`config.mk`:
```
export PLATFORM = sky130hd
export DESIGN_NAME = game_input_ctrl_flat
export DESIGN_NICKNAME = d
export VERILOG_FILES = /design/src/rtl/game_input_ctrl_if.sv /design/src/rtl/game_input_ctrl.sv /design/src/flat_wrapper.sv
export SDC_FILE = /design/constraint.sdc
export NUM_CORES = 1
export LEC_CHECK = 0
export BUFFER_PORTS_ARGS = -buffer_cell sky130_fd_sc_hd__buf_2
export CAP_MARGIN = 20
export CELL_PAD_IN_SITES_DETAIL_PLACEMENT = 1
export CELL_PAD_IN_SITES_GLOBAL_PLACEMENT = 1
export CORE_MARGIN = 3
export CORE_UTILIZATION = 44
export CTS_CLUSTER_DIAMETER = 120
export DETAILED_ROUTE_END_ITERATION = 16
export PLACE_DENSITY = 0.77
export SETUP_SLACK_MARGIN = 0.1
export SKIP_LAST_GASP = 1
export SLEW_MARGIN = 15
export SYNTH_ARGS = -nofsm -noshare
export SYNTH_HDL_FRONTEND = slang
export SYNTH_SLANG_ARGS = --single-unit
```
`constraint.sdc`:
```
create_clock -name clk -period 2.1 [get_ports clk]
set_input_delay 0.21 -clock clk [delete_from_list [all_inputs] [get_ports clk]]
set_output_delay 0.21 -clock clk [all_outputs]
set_load 0.01 [all_outputs]
```
`src/rtl/game_input_ctrl_if.sv`:
```
// Signal bundle between the pushbutton/joystick sources and game_input_ctrl.
// The master side (board wiring or bench) drives the raw inputs and game status;
// the slave side (game_input_ctrl) returns the registered direction.
//
// Handshake: dir_valid is a one-cycle strobe with no back-pressure (no ready).
// The consumer must take dir_out in the cycle dir_valid is high. dir_out keeps
// its value until the next strobe, or until game-over clears it to 0000.
// fsm_state exposes the controller state (0 IDLE, 1 RUN, 2 PAUSE, 3 OVER).
interface game_input_ctrl_if;
  logic       BTNU;
  logic       BTND;
  logic       BTNL;
  logic       BTNR;
  logic [3:0] spi_x_out;
  logic [3:0] spi_y_out;
  logic       frz;
  logic       over;
  logic [3:0] dir_out;
  logic       dir_valid;
  logic       src_joy;
  logic [1:0] fsm_state;

  modport master (
    output BTNU, BTND, BTNL, BTNR, spi_x_out, spi_y_out, frz, over,
    input  dir_out, dir_valid, src_joy, fsm_state
  );

  modport slave (
    input  BTNU, BTND, BTNL, BTNR, spi_x_out, spi_y_out, frz, over,
    output dir_out, dir_valid, src_joy, fsm_state
  );
endinterface

```
`src/rtl/game_input_ctrl.sv`:
```
// game_input_ctrl: direction front-end for the vga game core.
// Debounces the four pushbuttons, optionally decodes the joystick, arbitrates
// into one registered one-hot direction {up,down,left,right} and filters
// reversals, freeze and game-over.
// Optional feature: define GAME_INPUT_JOY_EN to build the joystick path.
// Without it spi_x_out/spi_y_out are unused and src_joy stays 0.
module game_input_ctrl #(
  parameter int DB_CYCLES  = 1_000_000,
  parameter int JOY_CENTER = 8,
  parameter int JOY_DEAD   = 3
) (
  input logic             clk,
  input logic             I_rst_n,
  game_input_ctrl_if.slave io
);

  localparam int CW = $clog2(DB_CYCLES);

  typedef enum logic [1:0] {IDLE = 2'd0, RUN = 2'd1, PAUSE = 2'd2, OVER = 2'd3} state_t;

  // Button order everywhere below: [3]=U, [2]=D, [1]=L, [0]=R
  logic [3:0]    raw_btn;
  logic [3:0]    sync1, sync2;
  logic [3:0]    db_lvl, db_d, press_q;
  logic [CW-1:0] cnt [4];

  logic          joy_ev_q;
  logic [3:0]    joy_dir_q;

  logic [3:0]    ev_dir;
  logic          ev_valid;
  logic          ev_src;
  logic [3:0]    rev_dir;

  state_t        state;
  logic [3:0]    dir_q;
  logic          valid_q;
  logic          src_q;

  assign raw_btn = {io.BTNU, io.BTND, io.BTNL, io.BTNR};

  // Two-flop synchroniser for the asynchronous pushbuttons
  always_ff @(posedge clk or negedge I_rst_n) begin
    if (!I_rst_n) begin
      sync1 <= '0;
      sync2 <= '0;
    end else begin
      sync1 <= raw_btn;
      sync2 <= sync1;
    end
  end

  // Debounce: the synced level must disagree for DB_CYCLES edges before it is accepted
  always_ff @(posedge clk or negedge I_rst_n) begin
    if (!I_rst_n) begin
      db_lvl <= '0;
      for (int i = 0; i < 4; i++) cnt[i] <= '0;
    end else begin
      for (int i = 0; i < 4; i++) begin
        if (sync2[i] == db_lvl[i]) begin
          cnt[i] <= '0;
        end else if (cnt[i] == CW'(DB_CYCLES - 1)) begin
          db_lvl[i] <= ~db_lvl[i];
          cnt[i]    <= '0;
        end else begin
          cnt[i] <= cnt[i] + CW'(1);
        end
      end
    end
  end

  // Press events are registered rising edges of the debounced level
  always_ff @(posedge clk or negedge I_rst_n) begin
    if (!I_rst_n) begin
      db_d    <= '0;
      press_q <= '0;
    end else begin
      db_d    <= db_lvl;
      press_q <= db_lvl & ~db_d;
    end
  end

`ifdef GAME_INPUT_JOY_EN
  // Axis offsets are 5-bit two's complement; magnitudes are taken unsigned
  logic [4:0] dx, dy, adx, ady;
  logic       joy_defl, joy_defl_d;
  logic [3:0] joy_dir, joy_dir_d;

  assign dx       = 5'({1'b0, io.spi_x_out}) - 5'(JOY_CENTER);
  assign dy       = 5'({1'b0, io.spi_y_out}) - 5'(JOY_CENTER);
  assign adx      = dx[4] ? (~dx + 5'd1) : dx;
  assign ady      = dy[4] ? (~dy + 5'd1) : dy;
  assign joy_defl = (adx > 5'(JOY_DEAD)) || (ady > 5'(JOY_DEAD));

  // Dominant axis picks the direction; equal magnitudes resolve to horizontal
  always_comb begin
    joy_dir = 4'b0000;
    if (joy_defl) begin
      if (adx >= ady) joy_dir = dx[4] ? 4'b0010 : 4'b0001;
      else            joy_dir = dy[4] ? 4'b0100 : 4'b1000;
    end
  end

  // Joystick event on the first deflected cycle or on a direction change
  always_ff @(posedge clk or negedge I_rst_n) begin
    if (!I_rst_n) begin
      joy_defl_d <= 1'b0;
      joy_dir_d  <= '0;
      joy_ev_q   <= 1'b0;
      joy_dir_q  <= '0;
    end else begin
      joy_defl_d <= joy_defl;
      joy_dir_d  <= joy_dir;
      joy_ev_q   <= joy_defl && (!joy_defl_d || (joy_dir != joy_dir_d));
      joy_dir_q  <= joy_dir;
    end
  end
`else
  assign joy_ev_q  = 1'b0;
  assign joy_dir_q = 4'b0000;
`endif

  // Arbitration: any button beats the joystick; buttons ranked U > D > L > R
  always_comb begin
    ev_dir   = 4'b0000;
    ev_valid = 1'b0;
    ev_src   = 1'b0;
    if (press_q[3]) begin
      ev_dir = 4'b1000; ev_valid = 1'b1;
    end else if (press_q[2]) begin
      ev_dir = 4'b0100; ev_valid = 1'b1;
    end else if (press_q[1]) begin
      ev_dir = 4'b0010; ev_valid = 1'b1;
    end else if (press_q[0]) begin
      ev_dir = 4'b0001; ev_valid = 1'b1;
    end else if (joy_ev_q) begin
      ev_dir = joy_dir_q; ev_valid = 1'b1; ev_src = 1'b1;
    end
  end

  // Opposite of the current direction (U<->D, L<->R)
  assign rev_dir = {dir_q[2], dir_q[3], dir_q[0], dir_q[1]};

  // Game-state FSM; all outputs registered here
  always_ff @(posedge clk or negedge I_rst_n) begin
    if (!I_rst_n) begin
      state   <= IDLE;
      dir_q   <= '0;
      valid_q <= 1'b0;
      src_q   <= 1'b0;
    end else begin
      valid_q <= 1'b0;
      case (state)
        IDLE: begin
          if (io.over) begin
            state <= OVER;
            dir_q <= '0;
          end else if (ev_valid) begin
            state   <= RUN;
            dir_q   <= ev_dir;
            valid_q <= 1'b1;
            src_q   <= ev_src;
          end
        end
        RUN: begin
          if (io.over) begin
            state <= OVER;
            dir_q <= '0;
          end else if (io.frz) begin
            state <= PAUSE;
          end else if (ev_valid && (ev_dir != dir_q) && (ev_dir != rev_dir)) begin
            dir_q   <= ev_dir;
            valid_q <= 1'b1;
            src_q   <= ev_src;
          end
        end
        PAUSE: begin
          if (io.over) begin
            state <= OVER;
            dir_q <= '0;
          end else if (!io.frz) begin
            state <= RUN;
          end
        end
        OVER: begin
          dir_q <= '0;
          if (!io.over) state <= IDLE;
        end
        default: begin
          state <= IDLE;
          dir_q <= '0;
        end
      endcase
    end
  end

  assign io.dir_out   = dir_q;
  assign io.dir_valid = valid_q;
  assign io.src_joy   = src_q;
  assign io.fsm_state = state;

endmodule
```
`src/flat_wrapper.sv`:
```
// flat-port wrapper written by rule: the top's interface ports become plain ports
module game_input_ctrl_flat 
#(
  parameter int DB_CYCLES  = 1_000_000,
  parameter int JOY_CENTER = 8,
  parameter int JOY_DEAD   = 3
)
  (clk, I_rst_n, io_BTNU, io_BTND, io_BTNL, io_BTNR, io_spi_x_out, io_spi_y_out, io_frz, io_over, io_dir_out, io_dir_valid, io_src_joy, io_fsm_state);
  game_input_ctrl_if io_i ();
  input logic clk;
  input logic I_rst_n;
  input wire logic [$bits(io_i.BTNU)-1:0] io_BTNU;
  input wire logic [$bits(io_i.BTND)-1:0] io_BTND;
  input wire logic [$bits(io_i.BTNL)-1:0] io_BTNL;
  input wire logic [$bits(io_i.BTNR)-1:0] io_BTNR;
  input wire logic [$bits(io_i.spi_x_out)-1:0] io_spi_x_out;
  input wire logic [$bits(io_i.spi_y_out)-1:0] io_spi_y_out;
  input wire logic [$bits(io_i.frz)-1:0] io_frz;
  input wire logic [$bits(io_i.over)-1:0] io_over;
  output wire logic [$bits(io_i.dir_out)-1:0] io_dir_out;
  output wire logic [$bits(io_i.dir_valid)-1:0] io_dir_valid;
  output wire logic [$bits(io_i.src_joy)-1:0] io_src_joy;
  output wire logic [$bits(io_i.fsm_state)-1:0] io_fsm_state;
  assign io_i.BTNU = io_BTNU;
  assign io_i.BTND = io_BTND;
  assign io_i.BTNL = io_BTNL;
  assign io_i.BTNR = io_BTNR;
  assign io_i.spi_x_out = io_spi_x_out;
  assign io_i.spi_y_out = io_spi_y_out;
  assign io_i.frz = io_frz;
  assign io_i.over = io_over;
  assign io_dir_out = io_i.dir_out;
  assign io_dir_valid = io_i.dir_valid;
  assign io_src_joy = io_i.src_joy;
  assign io_fsm_state = io_i.fsm_state;
  game_input_ctrl #(.DB_CYCLES(DB_CYCLES), .JOY_CENTER(JOY_CENTER), .JOY_DEAD(JOY_DEAD)) u_core (.clk(clk), .I_rst_n(I_rst_n), .io(io_i));
endmodule
```
==> impl_metrics.toml, run 1 <==
[critical_path]
worstSetupPathType = "flop to flop"
worst-endpoint-required_ns = 2.38
endpoint = "u_core.io.dir_out[1]"
timing.rr.end = "u_core.io.dir_out[1]"
crit_start = "u_core.press_q[3]"
cp_max_fo = 7
slowest_stage = "or4_4"
cp.depth = 6
cp_num_buf_inv = 0
arrival_ns = 2.27
end_kind = "flop"
ff2ff_path_depth = 6
start_kind = "flop"
path_delay_family = "compound AO/OA/AOI/OAI gates"
timing.rr.start = "u_core.press_q[3]"
reg2reg_slack_ns = 0.11
cp_slowest_stage_delay_ns = 0.54
crit_chain = "or4_4 > o22ai_2 > a41o_2 > a41oi_2 > o21a_4 > mux2_4"

[timing]
worst_slack_ns = 0.107
fin_skew_ns = 0.00925
relSlewSlack = 0.646
setup_violations = 0
hold_violations = 0
finalCritPeriodShare = 0.949
fmax_mhz = 502
post-route-min-period_ns = 1.99
rsz0062_at_grt = "yes"
fin_tns_setup_ns = 0
drv_slew = 0
tightestPinTransition_ns = 0.526

[logic_synthesis]
synth_flop_cell = "dfrtp_1"
synth_cells = 470
yosys_warnings = 0
synth-seq-cells = 107
yosys-top-cells-area = "dfrtp_1 55%, xor2_1 9.7%, nor2_1 7.5%"
seq_area_frac_synth = 0.546
netlist_area_mm2 = 0.00490
synth_most_common_cell = "dfrtp_1"
async_reset_ff_frac = 1.00
yosys.area.top_type_share = 0.546
synth_top_area_cell = "dfrtp_1"
synth.avg_cell_area_um2 = 10.4
syn-num-nets = 490
synth_edf_count = 0
ys_types = 44
yosys-top-cells-count = "107 x dfrtp_1, 98 x nor2_1, 54 x xor2_1, 33 x nand3_1, 27 x nand2_1"

[routing]
drt_iter0_markers = 244
drtPass1Iterations = 4
ant_nets = 0
drc = 0
vias = 3376
vias_per_cell = 5.27
drt_wl_total_um = 9770
wl_per_cell_um = 15.2

[grt]
grt.total_usage = 0.167
gr-total-overflow = 0
grt_pass1_wl_um = 17100
antenna_found_initial = 0
grt_pass1_vias = 3578
grt_max_degree = 58

[floorplanning]
die-area_mm2 = 0.0124
start_util = 0.464
pin_count = 24
coreArea_mm2 = 0.0106
row_count = 37
die_y_um = 112
die_w_um = 112

[placed_design]
globalplace.congestion = 0.769
dp_hpwl_um = 6670
io_buffers = 14
pre_cts_slack_ns = 0.0234

[power_and_ir_drop]
p_leak_uw = 0.00245
power.density_mw_per_mm2 = 642
vdd_drop_max_v = 0.000417

[run]
max-cap-violations = 0

[clocking]
root_buffer = "clkbuf_8"
htree_levels = 3
clock_path_buffers = 2
clk_pin_slew_worst_paths_ns = 0.11
cts_tree = "done"
insertion_delay_ns = 0.38
cts_sinks = 107
numCtsBuffers = 9

[final_layout]
drive_above_1_share = 0.115
fin_nets = 520
n_antenna_cell = 0
synthToLayoutAreaGrowth_pct = 10.7

[hold_path]
hold_start = "io_frz"
hold_class = "primary input to flop"

[run_status]
outcome = "finished, final reports clean"
per-layer routing:
layer	track usage	vias to the layer above	part of all wire
met1	0.210	1706	0.45
met3	0.0451	10	0.029
met5	0	-	0
met2	0.284	31	0.51
met4	0.0479	0	0.013
li1	-	1629	-
logic make-up after synthesis:
family                   synth area share
AND/OR/NAND/NOR                     0.234
adder cells (fa/ha/maj)            0.0102
AO/OA/AOI/OAI                      0.0243
buffers and inverters              0.0225
flip-flops                          0.546
XOR/XNOR                            0.143
other                            0.000765
multiplexers                       0.0194
what timing repair did:
item                                    in CTS  in global routing
pin swaps                                    0                  1
endpoints found under the setup margin       2                 38
resized for setup                            3                  3
setup buffers                                3                  3
endpoints found under the hold margin       32                  0
hold buffers                                 5                  0
how the worst min path moves through the flow:
stage,to,cells after the start
floorplan,u_core.cnt[0],0
global placement,u_core.cnt[25],1
detailed placement,u_core.cnt[25],1
CTS,u_core.io.dir_valid,2
global route,u_core.io.dir_valid,2
finish,u_core.io.fsm_state[1],2
through the flow:
| step | hold WS (ns) | std cells | power, uW | utilization | cell area (um2) |
|---|---|---|---|---|---|
| floorplan | -0.0856 | 470 | 2250 | - | 4900 |
| finish | 0.0688 | 641 | 3480 | 0.514 | 5430 |
| global placement | 0.164 | 614 | 2320 | 0.487 | 5140 |
| global route | 0.0498 | 641 | 3660 | 0.514 | 5430 |
| detailed placement | 0.176 | 614 | 2330 | 0.487 | 5140 |
| CTS | 0.0457 | 638 | 3540 | 0.511 | 5390 |
flip-flops by register name (all words and copies together), names as in the netlist:
| register | count |
|---|---|
| u_core.io.fsm_state | 2 |
| u_core.io.dir_out | 4 |
| u_core.cnt | 80 |
| u_core.io.dir_valid | 1 |
| u_core.db_lvl | 4 |
| u_core.sync2 | 4 |
| u_core.db_d | 4 |
| u_core.sync1 | 4 |
| u_core.press_q | 4 |
final cells by class:
cell class / instances / area, um2
multi-input cells: 340 / 2130
clock inverters: 7 / 51.3
clock buffers: 9 / 124
well taps: 136 / 170
inverters: 9 / 33.8
repair buffers: 33 / 240
flip-flops and latches: 107 / 2680
fillers: 1180 / 5130
placed cells by master (no fill, tap or decap), types with 7 or more instances in the layout:
cell and count:
nor4_1 7, nand3_1 33, nor2_1 98, buf_2 13, xor2_1 54, xnor2_1 26, inv_1 9, dfrtp_1 105
and3_1 16, clkbuf_8 9, nand4_1 15, nand2_1 27, buf_4 14
where the power goes:
| group | internal, uW | switching, uW |
|---|---|---|
| sequential | 2090 | 35.2 |
| clock | 438 | 745 |
| combinational | 66.9 | 108 |
| total | 2590 | 889 |
No activity file was read; power rests on OpenSTA's default activity.
==> run 2: changes to the inputs <==
ABC_AREA = 1   (was not set)
CORE_UTILIZATION = 42   (was 44)
==> impl_metrics.toml, run 2 <==
[final_layout]
regMostFlops = "u_core.cnt"
final_cell_mix = "132 x nor2_1, 119 x nand2_1, 107 x dfrtp_1, 87 x inv_1, 45 x nand3_1"
n_antenna_cell = 0
fin_nets = 714
synthToLayoutAreaGrowth_pct = 13.4
stdcell_count = 867
fill_cells = 1542
largest_register_ffs = 80
drive_above_1_share = 0.104
layout_commonest_cell = "nor2_1"

[floorplanning]
die_y_um = 120
start_util = 0.440
row_count = 40
die-area_mm2 = 0.0143
pin_count = 24
coreArea_mm2 = 0.0123
die_w_um = 120

[timing]
hold_violations = 0
worst_slack_ns = 0.336
post-route-min-period_ns = 1.76
hold_slack_ns = 0.202
fin_tns_setup_ns = 0
tightestPinTransition_ns = 0.508
fmax_mhz = 567
setup_violations = 0
finalCritPeriodShare = 0.840
fin_skew_ns = 0.0108
drv_slew = 0
rsz0062_at_grt = "no"
relSlewSlack = 0.662

[logic_synthesis]
ys_types = 35
synth_edf_count = 0
synth_compound_area_frac = 0.0273
synth_top_family_by_area = "simple AND/OR/NAND/NOR gates"
syn-num-nets = 680
seq_area_frac_synth = 0.494
yosys-top-cells-area = "dfrtp_1 49%, nor2_1 9.1%, nand2_1 8.3%"
synth_xor_area_frac = 0.0744
synth-simple-area-share = 0.326
synth_flop_cell = "dfrtp_1"
synth-seq-cells = 107
netlist_area_mm2 = 0.00542
yosys.area_share.adder = 0.00924
muxShareOfSynthArea = 0.00208
async_reset_ff_frac = 1.00
synth_most_common_cell = "nor2_1"
yosys-top-cells-count = "132 x nor2_1, 120 x nand2_1, 107 x dfrtp_1, 87 x inv_1, 45 x nand3_1"
synth.avg_cell_area_um2 = 8.21
synth_cells = 660
synth_top_area_cell = "dfrtp_1"
yosys_warnings = 0
yosys.area.top_type_share = 0.494

[critical_path]
end_kind = "flop"
start_kind = "flop"
cp_max_fo = 6
worst-endpoint-required_ns = 2.33
crit_chain = "ha_1 > nand3_2 > nor2_2 > nand2_2 > inv_1 > nand3_1 > nand2_1 > buf_4 > nor2_1"
slowest_stage = "dfrtp_1"
arrival_ns = 2.00
worstSetupPathType = "flop to flop"
cp_slowest_stage_delay_ns = 0.39

[power_and_ir_drop]
p_leak_uw = 0.00289
power.density_mw_per_mm2 = 707
vdd_drop_max_v = 0.000357

[hold_path]
hold_class = "primary input to flop"

[placed_design]
io_buffers = 14
globalplace.congestion = 0.793
numPlacedInstances = 843
pre_cts_slack_ns = 0.234
dp_hpwl_um = 8890

[routing]
drc = 0
vias_per_cell = 4.96
ant_nets = 0
drt_wl_total_um = 12000
drtPass1Iterations = 4
drt_iter0_markers = 143
vias = 4304
wl_per_cell_um = 13.8

[clocking]
clk_pin_slew_worst_paths_ns = 0.07
cts_sinks = 107
clock_path_buffers = 2
cts_tree = "done"
numCtsBuffers = 9
root_buffer = "clkbuf_16"
htree_levels = 3
insertion_delay_ns = 0.36

[grt]
grt_pass1_vias = 4659
grt.total_usage = 0.185
gr-total-overflow = 0
grt_pass1_wl_um = 21700
grt_max_degree = 48
antenna_found_initial = 0

[run]
max-cap-violations = 0

[run_status]
outcome = "finished, final reports clean"
[run 2: cell types whose count changed in the layout (fill, tap and decap cells not counted), moves of 13 or more]
cell | before | now
and3_1 | 16 | 0
inv_1 | 9 | 87
nand2_1 | 27 | 119
nor2_1 | 98 | 132
nor3_1 | 4 | 29
xnor2_1 | 26 | 13
xor2_1 | 54 | 33
[run 2: path summary, 6_finish.rpt]
check | from | to | slack (ns) | depth (start not counted)
worst min register to register | u_core.sync1[3] | u_core.sync2[3] | 0.36 | 0
worst max-delay path | u_core.cnt[60] | u_core.cnt[60] | 0.34 | 9
worst max register to register | u_core.cnt[60] | u_core.cnt[60] | 0.34 | 9
max in group asynchronous | I_rst_n | u_core.cnt[8] | 1.11 | 3
worst min-delay path | io_frz | u_core.io.dir_valid | 0.20 | 4
min in group asynchronous | I_rst_n | u_core.io.fsm_state[0] | 0.36 | 2
[run 2: kinds of logic after synthesis]
family / Yosys count
compound gates: 27
xor+xnor: 46
fa+ha+maj: 4
buf+inv: 93
flops: 107
mux: 1
other cells: 1
simple gates: 381
[run 2: worst max-delay path, delay by kind of cell, from the launching register on]
family	cells	cell delay, ns
adder cells (fa/ha/maj)	1	0.21
flip-flops	1	0.39
AND/OR/NAND/NOR	6	0.73
buffers and inverters	2	0.32
[run 2: area by class of cell]
| class | instances | area (um2) | area share |
|---|---|---|---|
| Inverter | 89 | 334 | 0.0544 |
| Multi-Input combinational cell | 460 | 2390 | 0.389 |
| Tap cell | 168 | 210 | 0.0342 |
| Timing Repair Buffer | 27 | 208 | 0.0338 |
| Clock inverter | 6 | 88.8 | 0.0145 |
| Clock buffer | 10 | 239 | 0.0389 |
| Sequential cell | 107 | 2680 | 0.436 |
[run 2: routing by layer]
layer  vias to the layer above  GRT usage  wire length [um]
met3                        13     0.0448               306
met2                        35      0.317              5910
met5                         -          0                 0
li1                       2139          -                 -
met1                      2117      0.234              5580
met4                         0     0.0515               161
[run 2: repair_timing]
item,4_1_cts,5_1_grt
endpoints found under the hold margin,36,0
endpoints found under the setup margin,0,9
resized for setup,0,2
buffers inserted,0,3
hold buffers,5,0
[run 2: through the flow]
stage	cell area, um2	util	power (uW)
after floorplan	5420	-	2370
after global routing	6150	0.499	4560
after detailed placement	5740	0.466	2530
after global placement	5740	0.466	2500
after CTS	6120	0.497	4410
final	6150	0.499	4340
[run 2: report_power, final]
part | internal, uW | leakage [uW] | switching, uW
combinational | 108 | 0.00127 | 220
clock | 1080 | 0.000155 | 776
sequential | 2110 | 0.00146 | 55.4
